<file path="src/rtl/bsg_dff_pipe_en.sv">
// Elastic depth_p-stage register pipeline with per-stage valids, bubble collapsing and a global freeze.
// Optional synchronous flush of all stage valids when BSG_DFF_PIPE_CLEAR_EN is defined.
module bsg_dff_pipe_en #(
   parameter int width_p = 62,
   parameter int depth_p = 2
) (
   input  logic                             clk_i,
   input  logic                             reset_n_i,
   input  logic                             en_i,
`ifdef BSG_DFF_PIPE_CLEAR_EN
   input  logic                             clear_i,
`endif
   input  logic [width_p-1:0]               data_i,
   input  logic                             v_i,
   output logic                             ready_o,
   output logic [width_p-1:0]               data_o,
   output logic                             v_o,
   input  logic                             ready_i,
   output logic [$clog2(depth_p+1)-1:0]     count_o
);

   localparam int cnt_w = $clog2(depth_p + 1);

   // Handshake: a transfer happens on an edge where valid and ready are both 1
   // on that side; neither side's valid may depend on its own ready.

   logic                clear;
   logic                en_eff;
   logic [depth_p-1:0]  v;
   logic [depth_p-1:0]  load;
   logic [depth_p-1:0]  move;
   logic [width_p-1:0]  d [depth_p];
   logic                in_fire;
   logic                out_fire;

`ifdef BSG_DFF_PIPE_CLEAR_EN
   assign clear = clear_i;
`else
   assign clear = 1'b0;
`endif

   // A pending clear behaves like a disabled cycle for every handshake.
   assign en_eff = en_i & ~clear;

   always_comb begin
      move    = '0;
      load    = '0;
      ready_o = 1'b0;
      move[depth_p-1] = v[depth_p-1] & en_eff & ready_i;
      for (int k = depth_p - 2; k >= 0; k--) begin
         load[k+1] = en_eff & v[k] & (~v[k+1] | move[k+1]);
         move[k]   = load[k+1];
      end
      ready_o = en_eff & (~v[0] | move[0]);
      load[0] = v_i & ready_o;
   end

   assign in_fire  = load[0];
   assign out_fire = move[depth_p-1];

   assign v_o    = v[depth_p-1] & en_eff;
   assign data_o = d[depth_p-1];

   always_ff @(posedge clk_i or negedge reset_n_i) begin
      if (!reset_n_i) begin
         v <= '0;
      end else if (clear) begin
         v <= '0;
      end else begin
         for (int k = 0; k < depth_p; k++) begin
            if (load[k])      v[k] <= 1'b1;
            else if (move[k]) v[k] <= 1'b0;
         end
      end
   end

   // Data registers are plain enabled flops: they only capture on load.
   for (genvar k = 0; k < depth_p; k++) begin : g_stage
      logic [width_p-1:0] upstream;
      if (k == 0) begin : g_head
         assign upstream = data_i;
      end else begin : g_body
         assign upstream = d[k-1];
      end

      always_ff @(posedge clk_i or negedge reset_n_i) begin
         if (!reset_n_i)   d[k] <= '0;
         else if (load[k]) d[k] <= upstream;
      end
   end

   always_ff @(posedge clk_i or negedge reset_n_i) begin
      if (!reset_n_i) begin
         count_o <= '0;
      end else if (clear) begin
         count_o <= '0;
      end else if (in_fire && !out_fire) begin
         count_o <= count_o + cnt_w'(1);
      end else if (out_fire && !in_fire) begin
         count_o <= count_o - cnt_w'(1);
      end
   end

endmodule
</file>
<file path="config.mk">
export PLATFORM = sky130hd
export DESIGN_NAME = bsg_dff_pipe_en
export DESIGN_NICKNAME = d
export VERILOG_FILES = /design/src/rtl/bsg_dff_pipe_en.sv
export SDC_FILE = /design/constraint.sdc
export NUM_CORES = 1
export LEC_CHECK = 0
export CORE_AREA = 2 2 114 116
export DETAILED_ROUTE_END_ITERATION = 10
export DIE_AREA = 0 0 116 118
export GPL_TIMING_DRIVEN = 0
export PLACE_DENSITY = 0.77
export SLEW_MARGIN = 15
export SYNTH_ARGS = -nofsm -noshare
export SYNTH_HDL_FRONTEND = slang
export SYNTH_SLANG_ARGS = --single-unit
</file>
<file path="constraint.sdc">
create_clock -name clk_i -period 2.5 [get_ports clk_i]
set_input_delay 0.375 -clock clk_i [delete_from_list [all_inputs] [get_ports clk_i]]
set_output_delay 0.375 -clock clk_i [all_outputs]
set_load 0.005 [all_outputs]
</file>
==> impl_metrics.yaml, run 1 <==
run_status:
  outcome: "finished clean"
critical_path:
  r2r_end: "count_o[1]$_DFFE_PN0P_"
  cpMostUsedCell: "clkdlybuf4s50_1"
  timing_worst_setup_path_type: "input port to output port"
  setup.worst_path.start: "ready_i"
  reg2regPathDepth: 6
  rr_startpoint: "v[1]$_DFFE_PN0P_"
  start_kind: "input port"
  rrSetupSlack_ns: 0.64
  crit_family: "buffers and inverters"
  path_depth: 4
  cp-end-kind: "output port"
  cp_num_buf_inv: 2
  critPathMaxFanout: 4
  endpoint: "ready_o"
  required_ns: 2.12
  arrival_ns: 1.74
  cp_slowest_stage_delay_ns: 0.54
  crit_path_top_delay_cell: "clkdlybuf4s50_1"
  path_cells: "clkdlybuf4s50_1 > nor2b_2 > a21boi_0 > clkdlybuf4s50_1"
synthesis:
  synth_cell_types: 21
  yosysTopAreaCell: "dfrtp_1"
  async_flop_share_pct: 100
  synth_flop_cell: "dfrtp_1"
  synth_most_common_cell: "dfrtp_1"
  synth_area_per_cell_um2: 17.4
  synthTopCellsByArea: "dfrtp_1 (65%), mux2_2 (23%), mux2_4 (5.8%)"
  ys_seq_elements: 128
  synth_edf_count: 0
  syn_nets: 349
  synthTopCellsByCount: "dfrtp_1 (128), mux2_2 (99), mux2_4 (19)"
  yosysSeqAreaShare_pct: 65.5
  synthCells: 281
  yosysTopAreaCellShare_pct: 65.5
  yosysWarnings: 0
  syn-cell-area_um2: 4890
grt:
  grt_overflow: 0
  track_usage_pct: 15.2
  first_global_vias: 3170
  grt_pass1_wl_mm: 16.0
  grt_antenna_before_repair: 0
  grt_max_degree: 68
clock_tree:
  clk_latency_ns: 0.40
  post_cts_resize_count: 0
  htreeDepth: 4
  cts-root-buf: "clkbuf_16"
  cts_sinks: 128
  clockBufferDepth: 2
  numCtsBuffers: 17
  cts.clk_slew.worst_paths_ns: 0.05
  tritoncts: "yes"
  cts_setup_buffers: 0
  postCtsHoldBufs: 1
job:
  drv_cap: 0
finish:
  layout.area.seq_um2: 3200
  multi_input_comb_area_um2: 1600
  final_cell_area_um2: 7020
  fin_cells: 619
  nets: 502
  syn_to_final_growth_pct: 43.5
  diodes: 0
  drive_above_1_share_pct: 36.5
  fillers: 1025
placed_design:
  place_inst: 586
  io_buffers: 132
  hpwl_mm: 6.76
  place_congestion: 0.695
  dpl_cell_area_um2: 6460
floorplan:
  dieArea_um2: 13700
  die_w_um: 116
  initial_core_util_pct: 39.4
  pin_count: 133
  core_um2: 12400
  rows: 41
  dieHeight_um: 118
power:
  total_power_w: 0.00814
  p_leak_nw: 3.00
  clockPowerShare_pct: 28.0
  ir_worst_vdd_mv: 0.715
  p_per_area_nw_per_um2: 1160
  p_sw_share_pct: 24.2
  switching_power_w: 0.00197
  pwr-share-comb_pct: 31.2
  seqPwrFrac_pct: 40.8
  intPower_w: 0.00617
detailed_routing:
  ant_nets: 0
  wire_per_inst_um: 15.6
  wirelength_mm: 9.65
  drt_iter0_drc: 168
  drc: 0
  dr.pass1.iters: 4
  via_per_inst: 4.65
  vias: 2880
timing:
  tightest_slew_ns: 0.571
  rsz0062_at_grt: "no"
  fin_crit_ns: 2.11
  slew_headroom_pct: 61.9
  fin_crit_sh_pct: 84.5
  setup_viol: 0
  skew_ns: 0.00480
  fmax_ghz: 0.474
  final_max_slew_viol_count: 0
  hold_violations: 0
min_path:
  timing.hold.worst_path_depth: 1
  hp-class: "register to register"
[kinds of logic (layout without fill, tap and decap cells)]
kind of cell    count (synthesis)  after routing  synth area share [%]
fa+ha+maj                       1              1                 0.256
mux                           124            124                  30.0
simple gates                    9              9                 0.998
xor+xnor                        3              3                 0.537
flops                         128            128                  65.5
compound gates                  4              4                 0.819
buf+inv                        12            178                  1.92
[cell type report]
| type | instances | share of cell area, % |
|---|---|---|
| repair buffers | 134 | 19.4 |
| well taps | 172 | 3.06 |
| clock buffers | 26 | 7.11 |
| clock inverters | 6 | 0.784 |
| multi-input cells | 141 | 22.7 |
| plain buffers | 12 | 1.34 |
| flip-flops and latches | 128 | 45.6 |
[state kept, by name, indices dropped and copies added (netlist names)]
name	flops
data_o	62
v	2
g_stage.upstream	62
count_o	2
[power groups by stage]
stage / Combinational, W / Sequential (W) / Clock, W
2_1_floorplan: 0.00110 / 0.00332 / 0
3_3_place_gp: 0.00251 / 0.00331 / 0
3_5_place_dp: 0.00257 / 0.00337 / 0
4_1_cts: 0.00259 / 0.00334 / 0.00235
5_1_grt: 0.00274 / 0.00344 / 0.00245
6_report: 0.00254 / 0.00333 / 0.00228
[cells in the final DEF (no fill, tap or decap), types with 2 or more instances in the layout]
cell type,count
xor2_1,2
mux2_1,6
dfrtp_1,128
mux2_4,19
clkinv_2,5
buf_4,6
nand2_1,3
clkbuf_16,17
buf_2,3
clkdlybuf4s50_1,131
mux2_2,99
buf_6,4
clkbuf_1,5
clkbuf_8,4
[worst min-delay path by stage]
stage                                        start                             endpoint  slack (ns)
2_1_floorplan                            reset_n_i               count_o[0]$_DFFE_PN0P_        0.08
3_3_place_gp   g_stage[1].upstream[56]$_DFFE_PN0P_  g_stage[1].upstream[56]$_DFFE_PN0P_        0.46
3_5_place_dp                             reset_n_i               data_o[28]$_DFFE_PN0P_        0.39
4_1_cts                     count_o[1]$_DFFE_PN0P_               count_o[1]$_DFFE_PN0P_        0.47
5_1_grt                     count_o[1]$_DFFE_PN0P_               count_o[1]$_DFFE_PN0P_        0.49
6_report                    count_o[1]$_DFFE_PN0P_               count_o[1]$_DFFE_PN0P_        0.47
[metrics by stage]
| step | TNS (ns) | util [%] | setup WS, ns | hold slack, ns |
|---|---|---|---|---|
| floorplan | 0 | - | 0.890 | 0.0794 |
| global placement | -470.30 | 51.8 | -3.68 | 0.461 |
| detailed placement | 0 | 52.0 | 0.126 | 0.394 |
| CTS | 0 | 56.6 | 0.387 | 0.471 |
| global route | 0 | 56.6 | 0.322 | 0.494 |
| finish | 0 | 56.6 | 0.388 | 0.466 |
[layer usage]
metal	wire (µm)	global-route usage [%]
met1	3920	17.8
met2	4860	25.0
met5	0	0
met3	754	7.11
met4	111	4.24
Note: power is estimated with default switching activity, not from simulation.
==> run 2: changes to the inputs <==
--- a/config.mk
+++ b/config.mk
@@ -9,7 +9,7 @@
 export DETAILED_ROUTE_END_ITERATION = 10
 export DIE_AREA = 0 0 116 118
 export GPL_TIMING_DRIVEN = 0
-export PLACE_DENSITY = 0.77
+export PLACE_DENSITY = 0.8
 export SLEW_MARGIN = 15
 export SYNTH_ARGS = -nofsm -noshare
 export SYNTH_HDL_FRONTEND = slang
==> constraint.sdc (replaced) <==
create_clock -name clk_i -period 1.73 [get_ports clk_i]
set_input_delay 0.2595 -clock clk_i [delete_from_list [all_inputs] [get_ports clk_i]]
set_output_delay 0.2595 -clock clk_i [all_outputs]
set_load 0.005 [all_outputs]
==> run 2 against run 1 <==
First-iteration DRC count shrank 16%. Die area stayed put. Non-clock buffer count up 5. Sequential share of layout area down 0.55 points. Global-route usage increased by 0.88 points. Worst hold slack got worse by 0.091 ns. Clock power increased by 53%. Clock skew increased by 0.0027 ns. Wire length up 4.2%. Sequential power up 45%. Total power increased by 48%.
==> impl_metrics.yaml, run 2 (synthesized netlist as in run 1, its figures left out) <==
placed_design:
  place_inst: 586
  place_congestion: 0.702
  pre_cts_slack_ns: -0.584
  io_buffers: 132
  hpwl_mm: 6.84
grt:
  grt_overflow: 0
  grt_max_degree: 70
  track_usage_pct: 16.1
  grt_pass1_wl_mm: 16.7
  grt_antenna_before_repair: 0
  first_global_vias: 3279
timing:
  whs_ns: 0.374
  slew_headroom_pct: 63.2
  final_max_slew_viol_count: 0
  fmax_ghz: 0.611
  setup_viol: 0
  hold_violations: 0
  skew_ns: 0.00750
  rsz0062_at_grt: "no"
  fin_crit_sh_pct: 94.6
  setup_tns_ns: 0
  final.setup.worst_slack_ns: 0.0934
  tightest_slew_ns: 0.552
  fin_crit_ns: 1.64
floorplan:
  die_w_um: 116
  core_um2: 12400
  rows: 41
  initial_core_util_pct: 39.4
  dieHeight_um: 118
  pin_count: 133
  dieArea_um2: 13700
finish:
  drive_above_1_share_pct: 37.6
  syn_to_final_growth_pct: 45.3
  final_cell_mix: "dfrtp_1 (128), clkdlybuf4s50_1 (128), mux2_2 (99)"
  fin_cells: 622
  fillers: 996
  nets: 507
  layout.area.seq_um2: 3200
  diodes: 0
  multi_input_comb_area_um2: 1610
run_status:
  outcome: "finished clean"
critical_path:
  cp-end-kind: "output port"
  crit_family: "flip-flops"
  arrival_ns: 1.38
  crit_path_top_delay_cell: "dfrtp_1"
  path_cells: "nor2b_4 > a21boi_2 > dlygate4sd2_1"
  critPathMaxFanout: 4
  required_ns: 1.47
  cp_slowest_stage_delay_ns: 0.37
  cp_num_buf_inv: 1
  timing_worst_setup_path_type: "register to output port"
  start_kind: "register"
power:
  total_power_w: 0.0120
  p_per_area_nw_per_um2: 1690
  p_leak_nw: 3.06
  ir_worst_vdd_mv: 0.860
detailed_routing:
  wire_per_inst_um: 16.2
  wirelength_mm: 10.1
  drt_iter0_drc: 141
  dr.pass1.iters: 4
  ant_nets: 0
  drc: 0
  vias: 2890
  via_per_inst: 4.65
min_path:
  hp-class: "input port to register"
clock_tree:
  htreeDepth: 4
  clockBufferDepth: 2
  tritoncts: "yes"
  cts.clk_slew.worst_paths_ns: 0.05
  cts-root-buf: "clkbuf_16"
  cts_sinks: 128
  numCtsBuffers: 17
  clk_latency_ns: 0.41
job:
  drv_cap: 0
==> run 2: cell type report <==
| type | count | share of cell area (%) |
|---|---|---|
| tap | 172 | 3.03 |
| sequential | 128 | 45.1 |
| multi-input combinational | 141 | 22.6 |
| timing repair buffer | 139 | 19.7 |
| buffer | 12 | 1.39 |
| clock inverter | 5 | 1.09 |
| clock buffer | 25 | 7.11 |
==> run 2: routing by layer <==
layer	track usage, %	routed length, µm
met1	19.3	4170
met4	5.65	125
met3	7.26	743
met2	25.5	5010
met5	0	0
==> run 2: worst paths after layout <==
kind	end	slack, ns	startpoint	cells after the start
setup reg to reg	data_o[55]$_DFFE_PN0P_	0.11	v[0]$_DFFE_PN0P_	4
hold / removal	v[1]$_DFFE_PN0P_	0.37	en_i	2
hold reg to reg	count_o[1]$_DFFE_PN0P_	0.48	count_o[1]$_DFFE_PN0P_	1
min in group asynchronous	data_o[33]$_DFFE_PN0P_	0.40	reset_n_i	2
max in group asynchronous	data_o[42]$_DFFE_PN0P_	0.61	reset_n_i	3
setup / recovery	ready_o	0.09	v[1]$_DFFE_PN0P_	3
==> run 2: report_power, final <==
group	internal [W]	total, W	switching, W	leakage [nW]
Combinational	0.00265	0.00372	0.00107	1.27
Clock	0.00229	0.00349	0.00120	0.285
Sequential	0.00418	0.00482	0.000642	1.50
Total	0.00912	0.0120	0.00290	3.06
==> run 2: timing repair <==
action / in CTS / in global routing
endpoints found under the hold margin: 59 / 0
endpoints found under the setup margin: 82 / 12
gates cloned: 0 / 0
pin swaps: 2 / 0
resized for setup: 6 / 3
hold buffers: 1 / 0
buffers inserted: 4 / 1
==> run 2: through the flow <==
step	util (%)	cell area (µm²)
3_3_place_gp	51.8	6430
6_report	57.2	7110
5_1_grt	57.2	7110
4_1_cts	57.1	7090
3_5_place_dp	52.0	6460
2_1_floorplan	-	4890
==> run 3: changes to the inputs <==
--- a/config.mk
+++ b/config.mk
@@ -9,7 +9,7 @@
 export DETAILED_ROUTE_END_ITERATION = 10
 export DIE_AREA = 0 0 116 118
 export GPL_TIMING_DRIVEN = 0
-export PLACE_DENSITY = 0.8
+export PLACE_DENSITY = 0.77
 export SLEW_MARGIN = 15
 export SYNTH_ARGS = -nofsm -noshare
 export SYNTH_HDL_FRONTEND = slang
==> constraint.sdc (replaced) <==
create_clock -name clk_i -period 1.9 [get_ports clk_i]
set_input_delay 0.285 -clock clk_i [delete_from_list [all_inputs] [get_ports clk_i]]
set_output_delay 0.285 -clock clk_i [all_outputs]
set_load 0.005 [all_outputs]
==> run 3 against run 2 <==
Worst hold slack better by 0.049 ns. Total power down 11%. Design area down 0.90%. Wire length down 4.0%. Critical path type is now input port to output port.
==> impl_metrics.yaml, run 3 (synthesized netlist as in run 1, its figures left out) <==
floorplan:
  dieHeight_um: 118
  initial_core_util_pct: 39.4
  pin_count: 133
  rows: 41
  dieArea_um2: 13700
  die_w_um: 116
  core_um2: 12400
job:
  drv_cap: 0
grt:
  grt_overflow: 0
  track_usage_pct: 15.3
  grt_max_degree: 68
  first_global_vias: 3182
  grt_antenna_before_repair: 0
  grt_pass1_wl_mm: 16.0
min_path:
  hp-class: "input port to async pin"
critical_path:
  required_ns: 1.62
  rr_startpoint: "v[1]$_DFFE_PN0P_"
  arrival_ns: 1.54
  cp_num_buf_inv: 2
  path_cells: "clkdlybuf4s50_1 > and2_1 > clkdlybuf4s50_1"
  cp_slowest_stage_delay_ns: 0.56
  timing_worst_setup_path_type: "input port to output port"
  critPathMaxFanout: 6
  crit_path_top_delay_cell: "clkdlybuf4s50_1"
  cp-end-kind: "output port"
  crit_family: "buffers and inverters"
  cpMostUsedCell: "clkdlybuf4s50_1"
  start_kind: "input port"
  rrSetupSlack_ns: 0.12
  setup.worst_path.start: "en_i"
placed_design:
  place_congestion: 0.695
  hpwl_mm: 6.76
  place_inst: 586
  io_buffers: 132
finish:
  fin_cells: 622
  syn_to_final_growth_pct: 44.0
  nets: 505
  layout_commonest_cell: "clkdlybuf4s50_1"
  diodes: 0
  fillers: 1025
  final_cell_mix: "clkdlybuf4s50_1 (130), dfrtp_1 (128), mux2_2 (99)"
  post-route-util_pct: 56.7
  drive_above_1_share_pct: 36.9
detailed_routing:
  drc: 0
  vias: 2898
  wirelength_mm: 9.66
  dr.pass1.iters: 4
  drt_iter0_drc: 145
  ant_nets: 0
  wire_per_inst_um: 15.5
  via_per_inst: 4.66
clock_tree:
  tritoncts: "yes"
  clockBufferDepth: 2
  cts-root-buf: "clkbuf_16"
  clk_latency_ns: 0.40
  cts.clk_slew.worst_paths_ns: 0.05
  htreeDepth: 4
  numCtsBuffers: 17
  cts_sinks: 128
power:
  switching_power_w: 0.00259
  pwr-share-comb_pct: 31.2
  clockPowerShare_pct: 28.0
  p_per_area_nw_per_um2: 1520
  seqPwrFrac_pct: 40.8
  p_sw_share_pct: 24.2
  p_leak_nw: 3.02
  ir_worst_vdd_mv: 0.941
  intPower_w: 0.00813
timing:
  fmax_ghz: 0.549
  fin_crit_ns: 1.82
  fin_crit_sh_pct: 95.9
  slew_headroom_pct: 61.9
  rsz0062_at_grt: "no"
  tightest_slew_ns: 0.571
  setup_viol: 0
  setup_tns_ns: 0
  final_max_slew_viol_count: 0
  hold_violations: 0
  skew_ns: 0.00446
run_status:
  outcome: "finished clean"
run 3: cell count changes in the layout (fill, tap and decap cells not counted), sizes merged:
cell	before	now
clkdlybuf4s50	128	130
clkinvlp	1	0
clkbuf	27	26
dlymetal6s2s	1	0
dlygate4sd2	2	1
bufinv	2	1
clkinv	2	5
run 3: repair_timing:
item	CTS	global route
hold buffers	1	0
gates resized for setup	1	0
endpoints found under the setup margin	2	0
setup buffers	3	0
hold endpoints to repair	61	0
run 3: routing by layer:
metal / track usage (%) / routed length, µm / vias to the layer above
met3: 7.11 / 752 / 12
met4: 4.24 / 111 / 0
met2: 25.1 / 4890 / 92
met5: 0 / 0 / -
met1: 17.8 / 3900 / 1491
li1: - / - / 1303
run 3: cell type report:
cell class	instances	area [µm²]	share of cell area, %
clock buffer	26	499	7.09
clock inverter	6	55.1	0.782
sequential	128	3200	45.5
multi-input combinational	141	1600	22.7
timing repair buffer	137	1380	19.6
tap	172	215	3.06
buffer	12	93.8	1.33
run 3: final timing paths:
| path | cells past startpoint | end |
|---|---|---|
| max in group asynchronous | 3 | data_o[41]$_DFFE_PN0P_ |
| setup / recovery | 3 | v_o |
| min in group clk_i | 1 | count_o[1]$_DFFE_PN0P_ |
| setup reg to reg | 4 | data_o[47]$_DFFE_PN0P_ |
| hold reg to reg | 1 | count_o[1]$_DFFE_PN0P_ |
| hold / removal | 2 | g_stage[1].upstream[28]$_DFFE_PN0P_ |
run 3: worst register-to-register path: stages, from the launching register on:
cell and delay, ns:
dfrtp_1 0.39, nor2b_2 0.19, nor2_2 0.36, buf_2 0.34
mux2_2 0.38
run 3: power by group through the flow:
stage | combinational [W] | clock [W] | sequential [W]
2_1_floorplan | 0.00145 | 0 | 0.00437
3_3_place_gp | 0.00330 | 0 | 0.00436
4_1_cts | 0.00341 | 0.00309 | 0.00440
3_5_place_dp | 0.00338 | 0 | 0.00444
5_1_grt | 0.00361 | 0.00323 | 0.00453
6_report | 0.00335 | 0.00300 | 0.00438
run 3: per-stage QoR:
step	setup slack, ns	hold WS, ns	power, W	instance area [µm²]
final	0.0785	0.424	0.0107	7040
after global routing	0.0243	0.471	0.0114	7040
after CTS	0.0773	0.443	0.0109	7040
after detailed placement	-0.384	0.304	0.00782	6460
after global placement	-4.19	0.461	0.00766	6430
after floorplan	0.290	-0.0106	0.00582	4890
